File: config.mk
export PLATFORM = sky130hd
export DESIGN_NAME = branch_resolve_ex
export DESIGN_NICKNAME = d
export VERILOG_FILES = /design/src/rtl/branch_resolve_ex_pkg.sv /design/src/rtl/branch_resolve_ex_cmp.sv /design/src/rtl/branch_resolve_ex.sv
export SDC_FILE = /design/constraint.sdc
export NUM_CORES = 1
export LEC_CHECK = 0
export CELL_PAD_IN_SITES_DETAIL_PLACEMENT = 0
export CELL_PAD_IN_SITES_GLOBAL_PLACEMENT = 2
export CORE_MARGIN = 5
export CORE_UTILIZATION = 25
export CTS_BUF_LIST = sky130_fd_sc_hd__clkbuf_16
export CTS_CLUSTER_DIAMETER = 200
export DETAILED_ROUTE_END_ITERATION = 10
export PLACE_DENSITY = 0.86
export SLEW_MARGIN = 20
export SYNTH_ARGS = -nofsm -noshare
export SYNTH_HDL_FRONTEND = slang
export SYNTH_SLANG_ARGS = --single-unit
File: constraint.sdc
create_clock -name clk -period 7.94 [get_ports clk]
set_clock_uncertainty 0.2 [all_clocks]
set_input_delay 1.588 -clock clk [delete_from_list [all_inputs] [get_ports clk]]
set_output_delay 1.588 -clock clk [all_outputs]
set_load 0.02 [all_outputs]
File: src/rtl/branch_resolve_ex_pkg.sv
// Shared constants for the EX-stage branch resolution unit: datapath width,
// RV32I branch funct3 encodings and the squash FSM states.
package branch_resolve_ex_pkg;
  localparam int XLEN = 32;

  typedef enum logic [2:0] {
    F3_BEQ  = 3'b000,
    F3_BNE  = 3'b001,
    F3_BLT  = 3'b100,
    F3_BGE  = 3'b101,
    F3_BLTU = 3'b110,
    F3_BGEU = 3'b111
  } br_f3_e;

  typedef enum logic {
    ST_RUN    = 1'b0,
    ST_SQUASH = 1'b1
  } state_e;
endpackage

File: src/rtl/branch_resolve_ex_cmp.sv
// Combinational RV32I branch condition evaluator; reserved funct3 codes
// (010/011) resolve not-taken.
module branch_cmp
  import branch_resolve_ex_pkg::*;
(
  input  logic [2:0]      i_funct3,
  input  logic [XLEN-1:0] i_rs1,
  input  logic [XLEN-1:0] i_rs2,
  output logic            o_taken
);
  logic w_eq, w_lt, w_ltu;

  assign w_eq  = (i_rs1 == i_rs2);
  assign w_lt  = ($signed(i_rs1) < $signed(i_rs2));
  assign w_ltu = (i_rs1 < i_rs2);

  always_comb begin
    o_taken = 1'b0;
    case (i_funct3)
      F3_BEQ:  o_taken = w_eq;
      F3_BNE:  o_taken = ~w_eq;
      F3_BLT:  o_taken = w_lt;
      F3_BGE:  o_taken = ~w_lt;
      F3_BLTU: o_taken = w_ltu;
      F3_BGEU: o_taken = ~w_ltu;
      default: o_taken = 1'b0;
    endcase
  end
endmodule

File: src/rtl/branch_resolve_ex.sv
// EX-stage branch/JAL/JALR resolution with registered redirect, BTB update and
// one-instruction squash. Define BRANCH_PERF_CNT_EN to build the perf counters.
module branch_resolve_ex
  import branch_resolve_ex_pkg::*;
(
  input  logic            clk,
  input  logic            rst,
  input  logic            ex_valid,
  input  logic            ex_stall,
  input  logic            is_branch,
  input  logic            is_jal,
  input  logic            is_jalr,
  input  logic [2:0]      funct3,
  input  logic [XLEN-1:0] pc_ex,
  input  logic [XLEN-1:0] imm_ex,
  input  logic [XLEN-1:0] rs1_val,
  input  logic [XLEN-1:0] rs2_val,
  input  logic            pred_taken_ex,
  input  logic [XLEN-1:0] pred_target_ex,
  output logic            modify_pc_ex,
  output logic [XLEN-1:0] update_pc_ex,
  output logic            update_btb_ex,
  output logic [XLEN-1:0] btb_pc_ex,
  output logic [XLEN-1:0] jump_addr_ex,
  output logic            ex_branch_taken,
  output logic            kill_ex,
  output logic            misalign_ex,
  output logic [XLEN-1:0] branch_cnt,
  output logic [XLEN-1:0] mispredict_cnt
);
  state_e          r_state, w_state_nxt;
  logic            w_cmp_taken, w_taken, w_resolve, w_mispredict, w_misalign, w_redirect;
  logic [XLEN-1:0] w_base, w_sum, w_target, w_pc_plus4;

  branch_cmp u_cmp (
    .i_funct3 (funct3),
    .i_rs1    (rs1_val),
    .i_rs2    (rs2_val),
    .o_taken  (w_cmp_taken)
  );

  // A single adder serves both PC-relative and register-relative targets.
  assign w_base     = is_jalr ? rs1_val : pc_ex;
  assign w_sum      = w_base + imm_ex;
  assign w_target   = {w_sum[XLEN-1:1], w_sum[0] & ~is_jalr};
  assign w_pc_plus4 = pc_ex + XLEN'(4);

  assign w_taken      = is_jal | is_jalr | (is_branch & w_cmp_taken);
  assign w_resolve    = ex_valid & ~ex_stall & (is_branch | is_jal | is_jalr) & (r_state == ST_RUN);
  assign w_mispredict = (w_taken != pred_taken_ex) |
                        (w_taken & pred_taken_ex & (w_target != pred_target_ex));
  assign w_misalign   = w_taken & w_target[1];
  assign w_redirect   = w_resolve & w_mispredict & ~w_misalign;

  always_comb begin
    w_state_nxt = r_state;
    case (r_state)
      ST_RUN:    if (w_redirect) w_state_nxt = ST_SQUASH;
      ST_SQUASH: if (~ex_stall)  w_state_nxt = ST_RUN;
      default:   w_state_nxt = ST_RUN;
    endcase
  end

  always_ff @(posedge clk) begin
    if (!rst) r_state <= ST_RUN;
    else      r_state <= w_state_nxt;
  end

  // The wrong-path instruction is in EX exactly while we sit in SQUASH.
  assign kill_ex = (r_state == ST_SQUASH);

  always_ff @(posedge clk) begin
    if (!rst) begin
      modify_pc_ex    <= 1'b0;
      update_pc_ex    <= '0;
      update_btb_ex   <= 1'b0;
      btb_pc_ex       <= '0;
      jump_addr_ex    <= '0;
      ex_branch_taken <= 1'b0;
      misalign_ex     <= 1'b0;
    end else begin
      modify_pc_ex    <= w_redirect;
      update_btb_ex   <= w_resolve & ~w_misalign;
      misalign_ex     <= w_resolve & w_misalign;
      ex_branch_taken <= w_resolve & w_taken;
      update_pc_ex    <= w_resolve ? (w_taken ? w_target : w_pc_plus4) : '0;
      btb_pc_ex       <= w_resolve ? pc_ex : '0;
      jump_addr_ex    <= w_resolve ? w_target : '0;
    end
  end

`ifdef BRANCH_PERF_CNT_EN
  logic [XLEN-1:0] r_branch_cnt, r_mispredict_cnt;

  always_ff @(posedge clk) begin
    if (!rst) begin
      r_branch_cnt     <= '0;
      r_mispredict_cnt <= '0;
    end else if (w_resolve) begin
      r_branch_cnt <= r_branch_cnt + XLEN'(1);
      if (w_mispredict) r_mispredict_cnt <= r_mispredict_cnt + XLEN'(1);
    end
  end

  assign branch_cnt     = r_branch_cnt;
  assign mispredict_cnt = r_mispredict_cnt;
`else
  assign branch_cnt     = '0;
  assign mispredict_cnt = '0;
`endif
endmodule

# == Word level (Yosys, flattened, before mapping) ==
# Cells that the tools add are included.
# totals
mem_count,0
mem_bits_ro,0
mem_bits_rw,0
latch_bits,0
output_inout_bits,165
reg_bits,101
# classes
mux,6
magnitude_cmp,2
n_addsub,2
n_bitwise,25
div,0
n_eq_ne,8
shifts,0
n_reduce_logical,2
n_mul,0
# op_table
op,n
$lt A32 B32 Y1,2
$mux W32,2
$add A32 B3 Y32 const B,1
$add A32 B32 Y32,1
$eq A32 B32 Y1,1
$ne A32 B32 Y1,1
$and A1 B1 Y1,13
$eq A3 B3 Y1 const B,4
$not A1 Y1,7
$pmux W1 S6,1
$or A1 B1 Y1,5
$eq A3 B1 Y1 const B,1
$logic_not A3 Y1,1
$mux W1,2
$pmux W1 S2,1
$reduce_and A2 Y1,1
$ne A1 B1 Y1,1

# == Depth between registers and ports, before layout ==
# Gate-level depths: netlist (run 1).
# depth
word_depth,12
ltp_mapped,22
ltp_nobuf,20

# == Cells and area by module ==
# From an unflattened synthesis (run 1), not the netlist that was laid out.
# hier_totals
cells_unflattened,1023
area_unflattened_um2,8276.7
# by_module_without_submodules
mod,instances,area_each_um2,cells_per_inst
branch_resolve_ex,1,7412.1,903
branch_cmp,1,864.6,120

# == Worst setup path after synthesis (run 1) ==
# OpenSTA, ideal clock, no wires.
# synth_path
path_type,input to register
startpoint,in rs2_val[17]
endpoint,"reg r_state, in the netlist kill_ex"
slack_ns,2.001
arrival_ns,5.611
path_stages,22
path_cell_list,inv_1 > ha_1 > a21o_1 > a21o_1 > a21o_1 > a21o_1 > a21oi_1 > o221ai_1 > mux2i_1 > o41a_1 > clkbuf_1 > clkbuf_1 > ha_1 > a211o_1 > nor4_1 > o311ai_0 > a311oi_1 > o2111ai_1 > nor4b_1 > nand4_1 > nor4_2 > o31ai_1
# synth_between
elab_chain_len,12
word_cells_on_any_way,19
classes_between,2 x order compare; 2 x eq/ne; 3 x mux; 12 x bitwise
# synth_rtl
item,line,text
"start, declared",branch_resolve_ex.sv:17,"input logic [XLEN-1:0] rs2_val,"
"$lt A32 B32 Y1, or another cell as far along",branch_resolve_ex_cmp.sv:15,assign w_ltu = (i_rs1 < i_rs2);
$not A1 Y1 (on tied branches),"branch_resolve_ex_cmp.sv:25, branch_resolve_ex_cmp.sv:21, branch_resolve_ex_cmp.sv:23",
$pmux W1 S6 *,branch_resolve_ex_cmp.sv:19,case (i_funct3)
$and A1 B1 Y1 *,branch_resolve_ex.sv:48,assign w_taken = is_jal | is_jalr | (is_branch & w_cmp_taken);
$or A1 B1 Y1 *,branch_resolve_ex.sv:48,
$and A1 B1 Y1 (2 in series),branch_resolve_ex.sv:51,(w_taken & pred_taken_ex & (w_target != pred_target_ex));
$or A1 B1 Y1,branch_resolve_ex.sv:50,assign w_mispredict = (w_taken != pred_taken_ex) |
$and A1 B1 Y1,branch_resolve_ex.sv:53,assign w_redirect = w_resolve & w_mispredict & ~w_misalign;
$and A1 B1 Y1 *,branch_resolve_ex.sv:53,
$mux W1 *,branch_resolve_ex.sv:58,ST_RUN: if (w_redirect) w_state_nxt = ST_SQUASH;
$pmux W1 S2 *,branch_resolve_ex.sv:57,case (r_state)
"end signal, assigned",branch_resolve_ex.sv:66,else r_state <= w_state_nxt;
"end, declared",branch_resolve_ex.sv:31,"state_e r_state, w_state_nxt;"
# Every way passes the cells marked *; elsewhere a longest branch is shown, timed or not.
# A chain may end at the register's enable or synchronous reset.

# == Worst setup path in the final report (run 1) ==
# layout_path
startpoint,in rs2_val[31]
endpoint,"reg r_state, in the netlist kill_ex"
# Same word-level chain as after synthesis.

==> impl_metrics.tcl, run 1 <==
set metrics [dict create \
    slowest_stage "nor4_1" \
    synth.largest_area_cell "dfxtp_1" \
    finalWirelength_mm 32.3 \
    clock-sinks 101 \
    maxSlewViolCount 0 \
    die_width_um 186 \
    multi_input_area_sq_um 5120 \
    fin_crit_ps 6870 \
    netlist.area_leader.share_pct 26.2 \
    cts_made_buffers 9 \
    cp-end-kind "flip-flop" \
    power.density_nw_per_um2 154 \
    place_congestion 0.921 \
    fmax_mhz 145 \
    maxSlewHeadroom_pct 44.9 \
    grt_max_degree 58 \
    ctsHoldBuffers 0 \
    final_cells 1568 \
    min-delay-start "kill_ex" \
    synth_enable_flop_cells 0 \
    ir_drop_v 0.0000963 \
    leakagePower_nw 4.53 \
    crit_chain "clkdlybuf4s50_1 > inv_1 > ha_1 > nand4_1 > nor4_1 > nand2_1 > nor4_1 > xnor2_1 > nor3_1 > o41a_2 > ha_1 > a211o_1 > nor4_1 > o311ai_0 > a311oi_1 > o2111ai_1 > nor4b_1 > nand4_1 > nor4_2 > o31ai_1" \
    grt_pass1_wl_mm 45.4 \
    regArea_sq_um 2020 \
    core_area_sq_um 30500 \
    rr_endpoint "kill_ex" \
    hold_viol 0 \
    synth_warnings 0 \
    setup_viol 0 \
    path_clk_slew_ps 70 \
    synth_area_leaders "dfxtp_1, ha_1, buf_4, xor2_1, xnor2_1" \
    pin_count 336 \
    finalCritPeriodShare_pct 86.6 \
    finalSetupTns_ps 0 \
    dp_cells 1552 \
    cts_buffer_depth 2 \
    hold_class "flip-flop to flip-flop" \
    overflow 0 \
    row_count 64 \
    worst_path_most_repeated_cell "nor4_1" \
    grt_setup_unrepaired "no" \
    cts_resized 0 \
    die_area_sq_um 34400 \
    root_buffer "clkbuf_16" \
    port_buffers 271 \
    reg2reg_slack_ps 5630 \
    cts_max_level 3 \
    syn_avg_cell_area_sq_um 8.30 \
    arrival_ps 6900 \
    worst-path-buf-inv 2 \
    antenna_cells 0 \
    vias 7466 \
    start_util_pct 25.3 \
    drive_above_1_share_pct 5.55 \
    post_synth_num_cell_types 70 \
    tightest_slew_ps 822 \
    cpLargestDelayFamily "simple AND/OR/NAND/NOR gates" \
    hold-path-cell-count 2 \
    critPathMaxFanout 3 \
    first_iter_violations 421 \
    grt_antenna_before_repair 1 \
    max_cap_viol_count 0 \
    postCtsSetupBuffers 0 \
    holdPathEnd "kill_ex" \
    ys_seq_area_share_pct 26.2 \
    grt_pass1_vias 7325 \
    ant_nets 0 \
    drc 0 \
    ys_top_cells_by_count "dfxtp_1, nor2_1, ha_1" \
    nets 1404 \
    fillers 3178 \
    async_reset_ff_share_pct 0 \
    critPathKind "primary input to flip-flop" \
    ys.flop_type "dfxtp_1" \
    power_mw 1.66 \
    ys_ff_latch 101 \
    reg2regPathDepth 5 \
    post_drt_wl_per_cell_um 20.6 \
    syn2layout_area_growth_pct 40.4 \
    cp-start-kind "primary input" \
    viasPerCell 4.76 \
    crit_path_max_incr_delay_ps 610 \
    status "complete, no violations" \
    tritoncts "yes" \
    required_ps 7970 \
    drtPass1Iterations 5 \
    synth.cell_area_sq_um 7710 \
    grt_usage_pct 17.5 \
    synth_cells 929 \
    die_height_um 186 \
    place.detailed.hpwl_mm 27.1 \
    worstSkewPairLatency_ps 350 \
    synth_most_common_cell "dfxtp_1" \
    worstReg2RegStart "kill_ex" \
]
## cells in the final DEF, fill, tap and decap left out, types with 9 or more instances in the layout
master             n
clkdlybuf4s50_1  271
dfxtp_1          101
nor2_1            96
ha_1              65
conb_1            64
nand2_1           53
and3_1            45
xor2_1            44
xnor2_1           43
inv_1             42
a21oi_1           38
mux2_2            33
a211oi_1          31
o21ai_0           28
nand3_1           27
a21o_1            22
nand4_1           18
nor3_1            13
clkbuf_16          9
## kinds of logic (layout without fill, tap and decap cells)
group | after synthesis | in the layout | synth area share, %
buf+inv | 153 | 333 | 10.7
simple gates | 296 | 296 | 19.0
compound gates | 182 | 182 | 16.5
mux | 39 | 39 | 5.60
flops | 101 | 101 | 26.2
xor+xnor | 91 | 91 | 11.1
other cells | 1 | 64 | 0.0487
fa+ha+maj | 66 | 66 | 10.8
## power breakdown
part           internal (mW)  switching, mW
Sequential             0.528        0.00669
Clock                  0.217          0.212
Combinational          0.292          0.407
## worst max-delay path by stage
stage,startpoint,endpoint,slack (ps),depth (start not counted)
3_3_place_gp,rs2_val[31],kill_ex,960,20
5_1_grt,rs2_val[31],kill_ex,640,20
6_report,rs2_val[31],kill_ex,1070,20
3_5_place_dp,rs2_val[31],kill_ex,690,20
4_1_cts,rs2_val[27],kill_ex,1070,20
2_1_floorplan,rs2_val[17],kill_ex,2000,22
## tightest hold or removal path, stage by stage (launching register included)
cell	delay, ps
dfxtp_1	370
nand3_1	170
o31ai_1	80
## routing by layer
metal | up-vias | track usage, % | wire, um
met4 | 2 | 4.78 | 688
met1 | 3503 | 22.7 | 14100
met2 | 286 | 29.9 | 15200
met5 | - | 0 | 13
met3 | 33 | 3.09 | 2340
li1 | 3642 | - | -
## registers in the layout, summed over array words and instances (netlist names)
register         count
jump_addr_ex        32
misalign_ex          1
update_btb_ex        1
btb_pc_ex           32
update_pc_ex        32
ex_branch_taken      1
modify_pc_ex         1
kill_ex              1
## final cells by class
class                           count  area share [%]
Timing Repair Buffer              275            25.3
Multi-Input combinational cell    738            47.3
Inverter                           42            1.46
Clock buffer                        9            2.08
Tap cell                          396            4.58
Sequential cell                   101            18.7
Clock inverter                      7           0.532
## through the flow
step	instance area (sq um)	utilization [%]	setup WS, ps	hold slack, ps
2_1_floorplan	7940	-	2000	369
3_3_place_gp	10500	34.5	956	466
3_5_place_dp	10500	34.5	692	461
4_1_cts	10800	35.4	1070	471
5_1_grt	10800	35.5	644	485
6_report	10800	35.5	1070	472
No activity file was read; power rests on OpenSTA's default activity.
==> run 2, diff against run 1 <==
SLEW_MARGIN = not set   (was 20)
==> run 2 against run 1 <==
  * Sequential power about the same
  * Highest routed layer unchanged
  * Core utilization about the same
  * Total power about the same
  * Worst hold slack unchanged
  * Setup slack about the same
  * Critical endpoint unchanged
  * Sequential share of layout area about the same
  * Count of clock-buffer cells in the layout unchanged
==> impl_metrics.tcl, run 2 (synthesis results as in run 1) <==
set metrics [dict create \
    hold-path-cell-count 2 \
    grt_max_degree 58 \
    path_clk_slew_ps 70 \
    postCtsSetupBuffers 0 \
    crit_start "rs2_val[31]" \
    final_common_cell "clkdlybuf4s50_1" \
    row_count 64 \
    rr_endpoint "kill_ex" \
    reg_top3 "btb_pc_ex (32), jump_addr_ex (32), update_pc_ex (32)" \
    maxSlewViolCount 0 \
    drc 0 \
    fin_crit_ps 6870 \
    tritoncts "yes" \
    syn2layout_area_growth_pct 40.3 \
    viasPerCell 4.76 \
    cp-start-kind "primary input" \
    maxSlewHeadroom_pct 21.9 \
    max_cap_viol_count 0 \
    overflow 0 \
    reg2regPathDepth 5 \
    ctsHoldBuffers 0 \
    cts_max_level 3 \
    drtPass1Iterations 5 \
    grt_setup_unrepaired "no" \
    arrival_ps 6900 \
    port_buffers 271 \
    vias 7468 \
    place.detailed.hpwl_mm 27.1 \
    regArea_sq_um 2020 \
    power.density_nw_per_um2 154 \
    status "complete, no violations" \
    ir_drop_v 0.0000963 \
    worstSkewPairLatency_ps 350 \
    die_area_sq_um 34400 \
    cts_buffer_depth 2 \
    core_area_sq_um 30500 \
    pin_count 336 \
    finalCritPeriodShare_pct 86.6 \
    fmax_mhz 146 \
    finalSetupTns_ps 0 \
    critPathMaxFanout 3 \
    drive_above_1_share_pct 5.55 \
    place_ws_ps 692 \
    root_buffer "clkbuf_16" \
    finalWirelength_mm 32.3 \
    clock-sinks 101 \
    final_cell_mix "clkdlybuf4s50_1, dfxtp_1, nor2_1" \
    hold_viol 0 \
    cts_made_buffers 9 \
    hold_class "flip-flop to flip-flop" \
    min-delay-start "kill_ex" \
    multi_input_area_sq_um 5110 \
    tightest_slew_ps 1170 \
    critPathKind "primary input to flip-flop" \
    grt_antenna_before_repair 1 \
    post_drt_wl_per_cell_um 20.6 \
    grt_usage_pct 17.5 \
    start_util_pct 25.3 \
    reg2reg_slack_ps 5250 \
    worstReg2RegStart "kill_ex" \
    antenna_cells 0 \
    grt_pass1_wl_mm 45.4 \
    grt_pass1_vias 7325 \
    fin_ws_ps 1070 \
    place_congestion 0.921 \
    leakagePower_nw 4.53 \
    first_iter_violations 421 \
    fillers 3179 \
    holdPathEnd "kill_ex" \
    ant_nets 0 \
    cts_resized 0 \
    nets 1404 \
    required_ps 7970 \
    cp-end-kind "flip-flop" \
    setup_viol 0 \
    die_height_um 186 \
    die_width_um 186 \
]
## run 2: cell counts in the layout (fill, tap and decap cells not counted)
Identical to the previous run, type by type.
## run 2: how the worst max path moves through the flow
| stage | to | slack [ps] | cells past startpoint |
|---|---|---|---|
| 4_1_cts | kill_ex | 1070 | 20 |
| 2_1_floorplan | kill_ex | 2000 | 22 |
| 3_3_place_gp | kill_ex | 960 | 20 |
| 3_5_place_dp | kill_ex | 690 | 20 |
| 6_report | kill_ex | 1070 | 20 |
| 5_1_grt | kill_ex | 640 | 20 |
## run 2: final cells by class
| type | instances | area share (%) |
|---|---|---|
| clock buffers | 9 | 2.08 |
| clock inverters | 7 | 0.532 |
| inverters | 42 | 1.46 |
| multi-input cells | 738 | 47.3 |
| flip-flops and latches | 101 | 18.7 |
| well taps | 396 | 4.58 |
| repair buffers | 275 | 25.4 |
## run 2: worst max-delay path, stage by stage
cell and delay [ps]:
clkdlybuf4s50_1 450, inv_1 40, ha_1 310, nand4_1 140, nor4_1 610, nand2_1 180, nor4_1 380, xnor2_1 160
nor3_1 70, o41a_2 410, ha_1 300, a211o_1 230, nor4_1 310, o311ai_0 230, a311oi_1 250, o2111ai_1 140
nor4b_1 410, nand4_1 150, nor4_2 410, o31ai_1 130
## run 2: per-stage QoR
stage	hold slack, ps	total power [mW]	cells	instance area [sq um]	utilization [%]
after global placement	466	1.24	1552	10500	34.5
final	472	1.66	1568	10800	35.4
after detailed placement	461	1.24	1552	10500	34.5
after global routing	485	1.75	1568	10800	35.4
after floorplan	369	0.976	992	7940	-
after CTS	471	1.67	1568	10800	35.4
## run 2: report_power, final
group / total [mW] / internal [mW] / switching [mW]
sequential: 0.535 / 0.528 / 0.00669
clock: 0.430 / 0.217 / 0.212
combinational: 0.699 / 0.292 / 0.407
total: 1.66 / 1.04 / 0.626
## run 2: layer usage
layer  part of all wire (%)  GRT usage, %  up-vias
li1                       -             -     3643
met2                     47          29.9      288
met1                     44          22.7     3502
met5                  0.040             0        -
met3                    7.3          3.09       33
met4                    2.1          4.78        2
==> run 3, diff against run 2 <==
GPL_ROUTABILITY_DRIVEN = 0   (was not set)
GPL_TIMING_DRIVEN = 0   (was not set)
==> run 3 against run 2 <==
  * Design area rose by 6.4%
  * Sequential cell count did not move
  * Critical path depth increased by 2
  * First-iteration DRC count decreased by 25%
  * Critical path type unchanged
  * Largest cell class unchanged
==> impl_metrics.tcl, run 3 (synthesis results as in run 1) <==
set metrics [dict create \
    hold-path-cell-count 2 \
    multi_input_area_sq_um 5150 \
    cts_buffer_depth 2 \
    ant_nets 0 \
    tritoncts "yes" \
    drive_above_1_share_pct 10.4 \
    worst-path-buf-inv 4 \
    path_clk_slew_ps 70 \
    maxSlewHeadroom_pct 30.1 \
    required_ps 7970 \
    die_area_sq_um 34400 \
    grt_max_degree 18 \
    port_buffers 269 \
    final_cell_mix "clkdlybuf4s50_1, dfxtp_1, nor2_1" \
    max_cap_viol_count 0 \
    post_drt_wl_per_cell_um 19.6 \
    first_iter_violations 314 \
    critPathMaxFanout 10 \
    ctsHoldBuffers 0 \
    syn2layout_area_growth_pct 49.3 \
    cpLargestDelayFamily "simple AND/OR/NAND/NOR gates" \
    vias 7744 \
    tightest_slew_ps 1030 \
    cts_made_buffers 9 \
    grt_pass1_vias 7765 \
    cts_max_level 3 \
    place.detailed.hpwl_mm 28.3 \
    overflow 0 \
    final_common_cell "clkdlybuf4s50_1" \
    arrival_ps 7710 \
    clock-sinks 101 \
    rr_endpoint "update_pc_ex[12]" \
    core_area_sq_um 30500 \
    die_height_um 186 \
    nets 1510 \
    reg2regPathDepth 5 \
    cp-start-kind "primary input" \
    cp-end-kind "flip-flop" \
    power.density_nw_per_um2 149 \
    row_count 64 \
    worstReg2RegStart "kill_ex" \
    maxSlewViolCount 0 \
    root_buffer "clkbuf_16" \
    leakagePower_nw 4.96 \
    drtPass1Iterations 4 \
    ir_drop_v 0.0000925 \
    drc 0 \
    reg_top3 "btb_pc_ex (32), jump_addr_ex (32), update_pc_ex (32)" \
    crit_chain "clkdlybuf4s50_1 > inv_1 > ha_1 > nand4_1 > nor4_4 > nand2_1 > nor4_4 > xnor2_1 > nor3_1 > o41a_1 > clkbuf_2 > ha_1 > a211o_1 > nor4_2 > o311ai_0 > a311oi_1 > o2111ai_1 > nor4b_2 > nand4_1 > nor4_4 > buf_4 > o31ai_1" \
    worst_path_most_repeated_cell "nor4_4" \
    finalWirelength_mm 32.9 \
    hold_viol 0 \
    finalCritPeriodShare_pct 96.8 \
    slowest_stage "o41a_1" \
    grt_antenna_before_repair 2 \
    pin_count 336 \
    grt_usage_pct 17.9 \
    power_mw 1.72 \
    fmax_mhz 130 \
    fillers 3188 \
    viasPerCell 4.62 \
    start_util_pct 25.3 \
    holdPathEnd "kill_ex" \
    regArea_sq_um 2020 \
    setup_viol 0 \
    min-delay-start "kill_ex" \
    status "complete, no violations" \
    whs_ps 348 \
    hold_class "flip-flop to flip-flop" \
    worstSkewPairLatency_ps 340 \
    crit_path_max_incr_delay_ps 520 \
    die_width_um 186 \
    grt_pass1_wl_mm 46.9 \
    critPathKind "primary input to flip-flop" \
    fin_crit_ps 7690 \
    reg2reg_slack_ps 5140 \
]
-- run 3: cell types whose count changed in the layout (fill, tap and decap cells not counted), sizes merged --
cell	previous run	this run
buf	4	74
clkinv	3	2
bufinv	0	1
diode	0	2
clkdlybuf4s50	271	269
clkbuf	9	47
-- run 3: final cells by class --
class	instances	share of cell area (%)
antenna	2	0.0435
buffer	110	5.78
clock buffer	9	1.96
clock inverter	7	0.631
inverter	42	1.37
multi-input combinational	738	44.8
sequential	101	17.6
tap	396	4.31
timing repair buffer	271	23.5
-- run 3: worst max path at each step --
stage | startpoint | to | cells after the start
floorplan | rs2_val[17] | kill_ex | 22
global placement | rs2_val[31] | kill_ex | 22
detailed placement | rs2_val[31] | kill_ex | 22
CTS | rs2_val[31] | kill_ex | 21
global route | rs2_val[31] | kill_ex | 22
finish | rs2_val[31] | kill_ex | 22
-- run 3: routing by layer --
metal,up-vias,GRT usage (%),wire (um)
li1,3869,-,-
met1,3546,22.1,13700
met2,294,31.9,15900
met3,35,3.54,2520
met4,0,4.78,741
met5,-,0,0
-- run 3: worst register-to-register path: cells and delay by family (launching register included) --
kind,cells,cell delay [ps]
buf+inv,2,660
compound gates,1,330
flops,1,330
simple gates,2,1180
-- run 3: what timing repair did --
action / in CTS / in global routing
resized for setup: 6 / 2
buffers inserted: 0 / 2
endpoints found under the hold margin: 0 / 0
cloned: 0 / 0
pin swaps: 2 / 4
endpoints found under the setup margin: 2 / 2
-- run 3: through the flow --
stage	worst slack [ps]	util (%)	instances	cell area, sq um	setup TNS [ps]
2_1_floorplan	2000	-	992	7940	0
3_3_place_gp	-1350	36.5	1657	11100	-2670
3_5_place_dp	-1420	36.5	1657	11100	-2820
4_1_cts	11.1	37.6	1672	11500	0
5_1_grt	-31.0	37.7	1676	11500	-33.6
6_report	254	37.7	1676	11500	0
-- run 3: where the power goes --
group	internal (mW)	leakage (nW)	switching, mW
clock network	0.247	0.144	0.211
registers	0.528	0.821	0.00625
logic	0.312	4.00	0.415
total	1.09	4.96	0.632
